--- src/rtl/ts_readout_arbiter_pkg.sv ---
// Shared types and sizing helpers for the timestamp readout arbiter and its pick logic.
package ts_arb_pkg;

  typedef enum logic [1:0] {
    IDLE  = 2'd0,
    GRANT = 2'd1,
    HOLD  = 2'd2
  } arb_state_e;

  localparam int ID_W             = 3;
  localparam int SPLIT_W          = 8;
  localparam logic [SPLIT_W-1:0] SPLIT_MAX = 8'hFF;
  localparam int DEF_MAX_BURST    = 16;
  localparam int DEF_HOLD_TIMEOUT = 255;

  // Bits needed to hold every value 0..max_val.
  function automatic int cnt_width(input int max_val);
    return $clog2(max_val + 1);
  endfunction

endpackage

--- src/rtl/ts_readout_arbiter_rr_pick.sv ---
// Combinational rotating priority encoder: first set request at or above ptr, wrapping modulo N.
module rr_pick #(
  parameter int N     = 4,
  parameter int IDX_W = 3
) (
  input  logic [N-1:0]     req,
  input  logic [IDX_W-1:0] ptr,
  output logic [IDX_W-1:0] idx,
  output logic             valid
);

  localparam int SW = IDX_W + 1;

  logic [N-1:0]  rot;
  logic [SW-1:0] sum;

  // Rotate so bit 0 is the pointer position; the lowest surviving hit wins.
  always_comb begin
    rot   = N'({req, req} >> ptr);
    idx   = '0;
    valid = 1'b0;
    sum   = '0;
    for (int k = N - 1; k >= 0; k--) begin
      sum   = {1'b0, ptr} + SW'(k);
      sum   = (sum >= SW'(N)) ? (sum - SW'(N)) : sum;
      idx   = rot[k] ? sum[IDX_W-1:0] : idx;
      valid = rot[k] ? 1'b1 : valid;
    end
  end

endmodule

--- src/rtl/ts_readout_arbiter.sv ---
// Round-robin merge of FWFT readout streams into one FIFO write port, keeping
// ATOMIC-word records contiguous and bounding each grant to MAX_BURST words.
module ts_readout_arbiter
  import ts_arb_pkg::*;
#(
  parameter int N_SRC        = 4,
  parameter int DATA_WIDTH   = 32,
  parameter int ATOMIC       = 2,
  parameter int MAX_BURST    = DEF_MAX_BURST,
  parameter int HOLD_TIMEOUT = DEF_HOLD_TIMEOUT
) (
  input  logic                        BUS_CLK,
  input  logic                        BUS_RST,
  input  logic [N_SRC-1:0]            SRC_EN,
  input  logic [N_SRC-1:0]            SRC_EMPTY,
  input  logic [N_SRC*DATA_WIDTH-1:0] SRC_DATA,
  output logic [N_SRC-1:0]            SRC_READ,
  input  logic                        OUT_FULL,
  output logic                        OUT_WRITE,
  output logic [DATA_WIDTH-1:0]       OUT_DATA,
  output logic [ID_W-1:0]             GRANT_ID,
  output logic                        BUSY,
  output logic [SPLIT_W-1:0]          SPLIT_CNT
);

  localparam int BURST_W = cnt_width(MAX_BURST);
  localparam int HOLD_W  = cnt_width(HOLD_TIMEOUT);

  arb_state_e            state, state_nxt;
  logic [ID_W-1:0]       rr_ptr, pick_idx, next_ptr;
  logic                  pick_valid;
  logic [BURST_W-1:0]    burst_cnt;
  logic [HOLD_W-1:0]     hold_cnt;
  logic [N_SRC-1:0]      req, sel_mask;
  logic                  cur_en, cur_empty, cur_req, rd;
  logic                  mid_record, last_word, release_now, split_now, hold_tick;
  logic [DATA_WIDTH-1:0] cur_data;

  assign req        = SRC_EN & ~SRC_EMPTY;
  assign sel_mask   = N_SRC'(1'b1) << GRANT_ID;
  assign cur_en     = |(SRC_EN & sel_mask);
  assign cur_empty  = |(SRC_EMPTY & sel_mask);
  assign cur_req    = cur_en & ~cur_empty;
  assign cur_data   = DATA_WIDTH'(SRC_DATA >> (32'(GRANT_ID) * DATA_WIDTH));
  assign mid_record = (burst_cnt % BURST_W'(ATOMIC)) != '0;
  assign last_word  = burst_cnt == BURST_W'(MAX_BURST - 1);
  assign next_ptr   = (GRANT_ID == ID_W'(N_SRC - 1)) ? '0 : (GRANT_ID + ID_W'(1));

  rr_pick #(
    .N     (N_SRC),
    .IDX_W (ID_W)
  ) u_pick (
    .req   (req),
    .ptr   (rr_ptr),
    .idx   (pick_idx),
    .valid (pick_valid)
  );

  // State register.
  always_ff @(posedge BUS_CLK or posedge BUS_RST) begin
    if (BUS_RST) begin
      state <= IDLE;
    end else begin
      state <= state_nxt;
    end
  end

  // Next-state and release/split decisions.
  always_comb begin
    state_nxt   = state;
    release_now = 1'b0;
    split_now   = 1'b0;
    hold_tick   = 1'b0;
    case (state)
      IDLE: state_nxt = pick_valid ? GRANT : IDLE;
      GRANT: begin
        if (!cur_en) begin
          release_now = 1'b1;
          split_now   = mid_record;
        end else if (rd) begin
          release_now = last_word;
        end else if (cur_empty) begin
          state_nxt   = mid_record ? HOLD : GRANT;
          release_now = ~mid_record;
        end else begin
          state_nxt = GRANT;
        end
      end
      HOLD: begin
        if (!cur_en) begin
          release_now = 1'b1;
          split_now   = 1'b1;
        end else if (!cur_empty) begin
          state_nxt   = GRANT;
          release_now = rd & last_word;
        end else if (hold_cnt == HOLD_W'(HOLD_TIMEOUT)) begin
          release_now = 1'b1;
          split_now   = 1'b1;
        end else begin
          hold_tick = 1'b1;
        end
      end
      default: state_nxt = IDLE;
    endcase
    if (release_now) begin
      state_nxt = IDLE;
    end else begin
      state_nxt = state_nxt;
    end
  end

  // Pop strobe and busy flag; reads are legal in HOLD as soon as data reappears.
  always_comb begin
    rd       = (state != IDLE) & cur_req & ~OUT_FULL;
    SRC_READ = rd ? sel_mask : '0;
    BUSY     = state != IDLE;
  end

  // Output word register, grant bookkeeping and counters.
  always_ff @(posedge BUS_CLK or posedge BUS_RST) begin
    if (BUS_RST) begin
      OUT_WRITE <= 1'b0;
      OUT_DATA  <= '0;
      GRANT_ID  <= '0;
      rr_ptr    <= '0;
      burst_cnt <= '0;
      hold_cnt  <= '0;
      SPLIT_CNT <= '0;
    end else begin
      OUT_WRITE <= rd;
      OUT_DATA  <= rd ? cur_data : OUT_DATA;
      if (state == IDLE && pick_valid) begin
        GRANT_ID  <= pick_idx;
        burst_cnt <= '0;
      end else if (rd) begin
        burst_cnt <= burst_cnt + BURST_W'(1);
      end else begin
        burst_cnt <= burst_cnt;
      end
      rr_ptr   <= release_now ? next_ptr : rr_ptr;
      hold_cnt <= (state != HOLD) ? '0 : (hold_tick ? hold_cnt + HOLD_W'(1) : hold_cnt);
      if (split_now && SPLIT_CNT != SPLIT_MAX) begin
        SPLIT_CNT <= SPLIT_CNT + SPLIT_W'(1);
      end else begin
        SPLIT_CNT <= SPLIT_CNT;
      end
    end
  end

endmodule

--- config.mk ---
export PLATFORM = sky130hd
export DESIGN_NAME = ts_readout_arbiter
export DESIGN_NICKNAME = d
export VERILOG_FILES = /design/src/rtl/ts_readout_arbiter_pkg.sv /design/src/rtl/ts_readout_arbiter_rr_pick.sv /design/src/rtl/ts_readout_arbiter.sv
export SDC_FILE = /design/constraint.sdc
export NUM_CORES = 1
export LEC_CHECK = 0
export CORE_UTILIZATION = 38
export DETAILED_ROUTE_END_ITERATION = 8
export GPL_ROUTABILITY_DRIVEN = 1
export PLACE_DENSITY = 0.87
export SLEW_MARGIN = 0
export SYNTH_ARGS = -nofsm -noshare
export SYNTH_HDL_FRONTEND = slang
export SYNTH_HIERARCHICAL = 1
export SYNTH_SLANG_ARGS = --single-unit
--- constraint.sdc ---
create_clock -name BUS_CLK -period 2.93 [get_ports BUS_CLK]
set_clock_uncertainty 0.05 [all_clocks]
set_input_delay 0.7325 -clock BUS_CLK [delete_from_list [all_inputs] [get_ports BUS_CLK]]
set_output_delay 0.7325 -clock BUS_CLK [all_outputs]
set_load 0.02 [all_outputs]
==> out/qor.csv <==
metric,value,unit
DIE WIDTH,106,um
initial antenna violation count,2,
Final Max Slew Viols,0,
DRC Markers,0,
Starting Density,39.6,%
Combinational Power Share,55.9,%
critical path's largest stage delay,0.51,ns
Initial DRC Count,103,
"FF+latch count, synth",62,
placed insts,721,
status,"complete, no violations",
DIE AREA,11300,um^2
worst min-delay path class,reg2reg,
Worst Tran Pin Value,0.616,ns
"Warnings, synthesis",6,
Most used DFF post-synth,dfrtp_1,
vias per inst,5.25,
Setup crit end,state[0]$_DFFE_PP0P_,
H-tree depth,3,
Post-Synthesis Cell Area,4140,um^2
Root Buffer,clkbuf_8,
Clock Tree Buf Depth,2,
drt first pass iters,5,
first-pass GRT wire length,19600,um
"commonest non-fill, non-tap cells in the layout","183 x clkdlybuf4s50_1, 82 x nand2_1, 60 x dfrtp_1, 42 x o21ai_0, 32 x mux4_2",
TritonCTS clock tree,yes,
Async SR Flop Fraction,100,%
I/O Pins,188,
sequential power share,26.8,%
clock power share,17.3,%
Post-synth EDFFs,0,
Slew headroom,58.9,%
Worst path slowest cell,clkdlybuf4s50_1,
Final TNS setup,0,ns
Final period util,95.0,%
R2R cell count,8,
Nets,748,
CTS buffer count,9,
Rows,37,
Crit. Startpoint,SRC_EN[0],
post-DR wirelength/cell,16.3,um
Clock Latency Late Sink,0.34,ns
worst ir drop on vdd,0.000414,V
Sw Pwr,1.98,mW
"critical path, cell by cell",clkdlybuf4s50_1 -> nor2b_1 -> nor2b_2 -> nor2_1 -> a22o_1 -> nand3_1 -> a21oi_1 -> nor2b_1 -> a311oi_1 -> or3b_1 -> a21oi_1,
critical path buffer and inverter count,1,
final WL,12100,um
CP Max Fanout,2,
Max Fclk,359,MHz
share of cells above drive strength 1,17.5,%
CP Capture Type,flip-flop,
Synth Instances,402,
"reg-to-reg slack, setup",0.51,ns
Top Family by Delay on Critical Path,simple AND/OR/NAND/NOR gates,
Critical Path Start Type,input port,
CP required,3.15,ns
Mapped Avg Cell Area,10.3,um^2
Sink Count,62,
Final Hold Vio Count,0,
Power Density,763,nW/um^2
Final Setup Violations,0,
routability cong.,0.844,
filler cell count,831,
leakage,2.66,nW
"commonest non-fill, non-tap cell in the layout",clkdlybuf4s50_1,
Non-Filler Instances,739,
Worst path depth,11,
min Tclk post-route,2.78,ns
cts hold-fix bufs,0,
# Max-Cap Violations,0,
Sw Ratio,40.2,%
All-Layer GR Usage,22.2,%
Post-DRT Antenna Nets,0,
Worst Setup Path Type,in2reg,
synthesis-to-layout area growth,56.0,%
reg2reg end,rr_ptr[0]$_DFFE_PP0P_,
Port Buffer Count,187,
"Seq/Total Area, Yosys",37.5,%
vias,3881,
RSZ-0062 raised after global routing,false,
total power,4.93,mW
post-DP HPWL,9510,um
"Arr. time, crit path",3.01,ns
core box area,10500,um^2
"Distinct cells, synth",65,
vias in the first global route,4003,
internal power,2.95,mW
chip height,106,um
Syn Nets,554,
Overflow after GRT,0,
reg2reg start,state[1]$_DFFE_PP0P_,
largest net degree at the start of global routing,70,
worst hold slack,0.429,ns
"Reg clk slew, reported paths",0.08,ns
"Core Util, Final",61.7,%
[routing by layer]
metal / GRT usage, % / up-vias / part of all wire, %
met1: 25.3 / 1851 / 39
met2: 39.8 / 159 / 53
met4: 10.8 / 0 / 2.7
met5: 0 / - / 0
li1: - / 1855 / -
met3: 4.05 / 16 / 5.1
[synth_stat cells (all sizes together) (2+ instances only)]
library cell | instances | area (um^2)
ha | 13 | 163
mux4 | 32 | 721
mux2 | 5 | 56.3
a21boi | 3 | 22.5
mux2i | 4 | 40.0
a211oi | 2 | 20.0
dfrtp | 62 | 1550
a22oi | 4 | 50.1
a21o | 2 | 15.0
nand4 | 5 | 37.5
o21ai | 43 | 219
nor3 | 2 | 10.0
nand2b | 3 | 26.3
a21oi | 17 | 115
o22ai | 2 | 12.5
nor2 | 7 | 26.3
and3b | 2 | 17.5
a2111oi | 2 | 42.5
inv | 16 | 60.1
buf | 11 | 65.1
and3 | 7 | 43.8
xor2 | 8 | 70.1
nor2b | 7 | 43.8
o21a | 2 | 15.0
nand2 | 83 | 319
or3 | 3 | 18.8
xnor2 | 3 | 26.3
clkbuf | 13 | 48.8
o211ai | 6 | 50.1
a31oi | 2 | 12.5
and2 | 3 | 18.8
nand3 | 10 | 60.1
[tightest hold or removal path: cells and delay by family (launching register included)]
family          cells  cell delay, ns
compound gates      1            0.06
flops               1            0.34
simple gates        1            0.04
[timing repair]
action,4_1_cts,5_1_grt
endpoints found under the setup margin,4,5
setup buffers,0,0
gates resized for setup,8,6
[through the flow]
| stage | area [um^2] | setup slack [ns] |
|---|---|---|
| 3_3_place_gp | 6250 | -0.283 |
| 3_5_place_dp | 6250 | -0.332 |
| 2_1_floorplan | 4200 | 0.00448 |
| 4_1_cts | 6470 | 0.00958 |
| 5_1_grt | 6460 | 0.00542 |
| 6_report | 6460 | 0.147 |
[power groups by stage]
stage / Sequential (mW) / Combinational (mW) / Clock, mW
after floorplan: 1.53 / 1.57 / 0
after global placement: 1.32 / 2.69 / 0
after detailed placement: 1.33 / 2.76 / 0
after CTS: 1.32 / 2.77 / 0.876
after global routing: 1.36 / 2.99 / 0.903
final: 1.32 / 2.75 / 0.852
[sequential cells by signal (all words and copies together), names as in the netlist]
| register | flops |
|---|---|
| GRANT_ID | 3 |
| OUT_DATA | 32 |
| OUT_WRITE | 1 |
| SPLIT_CNT | 8 |
| burst_cnt | 5 |
| hold_cnt | 8 |
| rr_ptr | 3 |
| state | 2 |
[worst min path at each step]
stage	from	to	slack, ns	cells after the start
finish	OUT_DATA[25]$_DFFE_PP0P_	OUT_DATA[25]$_DFFE_PP0P_	0.43	2
global route	OUT_DATA[25]$_DFFE_PP0P_	OUT_DATA[25]$_DFFE_PP0P_	0.46	2
CTS	OUT_DATA[14]$_DFFE_PP0P_	OUT_DATA[14]$_DFFE_PP0P_	0.44	2
detailed placement	OUT_DATA[14]$_DFFE_PP0P_	OUT_DATA[14]$_DFFE_PP0P_	0.42	2
global placement	OUT_DATA[17]$_DFFE_PP0P_	OUT_DATA[17]$_DFFE_PP0P_	0.41	2
floorplan	burst_cnt[4]$_DFFE_PP0P_	burst_cnt[4]$_DFFE_PP0P_	0.42	2
[final cells by class]
| cell class | count | area, um^2 | area share [%] |
|---|---|---|---|
| clock buffer | 9 | 124 | 1.92 |
| multi-input combinational | 299 | 2430 | 37.6 |
| timing repair buffer | 207 | 2010 | 31.2 |
| sequential | 62 | 1550 | 24.1 |
| tap | 136 | 170 | 2.64 |
| clock inverter | 7 | 97.6 | 1.51 |
| inverter | 17 | 63.8 | 0.988 |
| antenna | 2 | 5.00 | 0.0775 |
[cells by family (layout without fill, tap and decap cells)]
family | count (synthesis) | in the layout | share of synthesized area [%]
simple gates | 137 | 137 | 16.0
compound gates | 96 | 96 | 16.2
flops | 62 | 62 | 37.5
mux | 41 | 41 | 19.7
buf+inv | 41 | 240 | 4.29
fa+ha+maj | 13 | 13 | 3.93
xor+xnor | 11 | 11 | 2.33
other cells | 1 | 3 | 0.0906
Power figures use the tool's default switching activity.
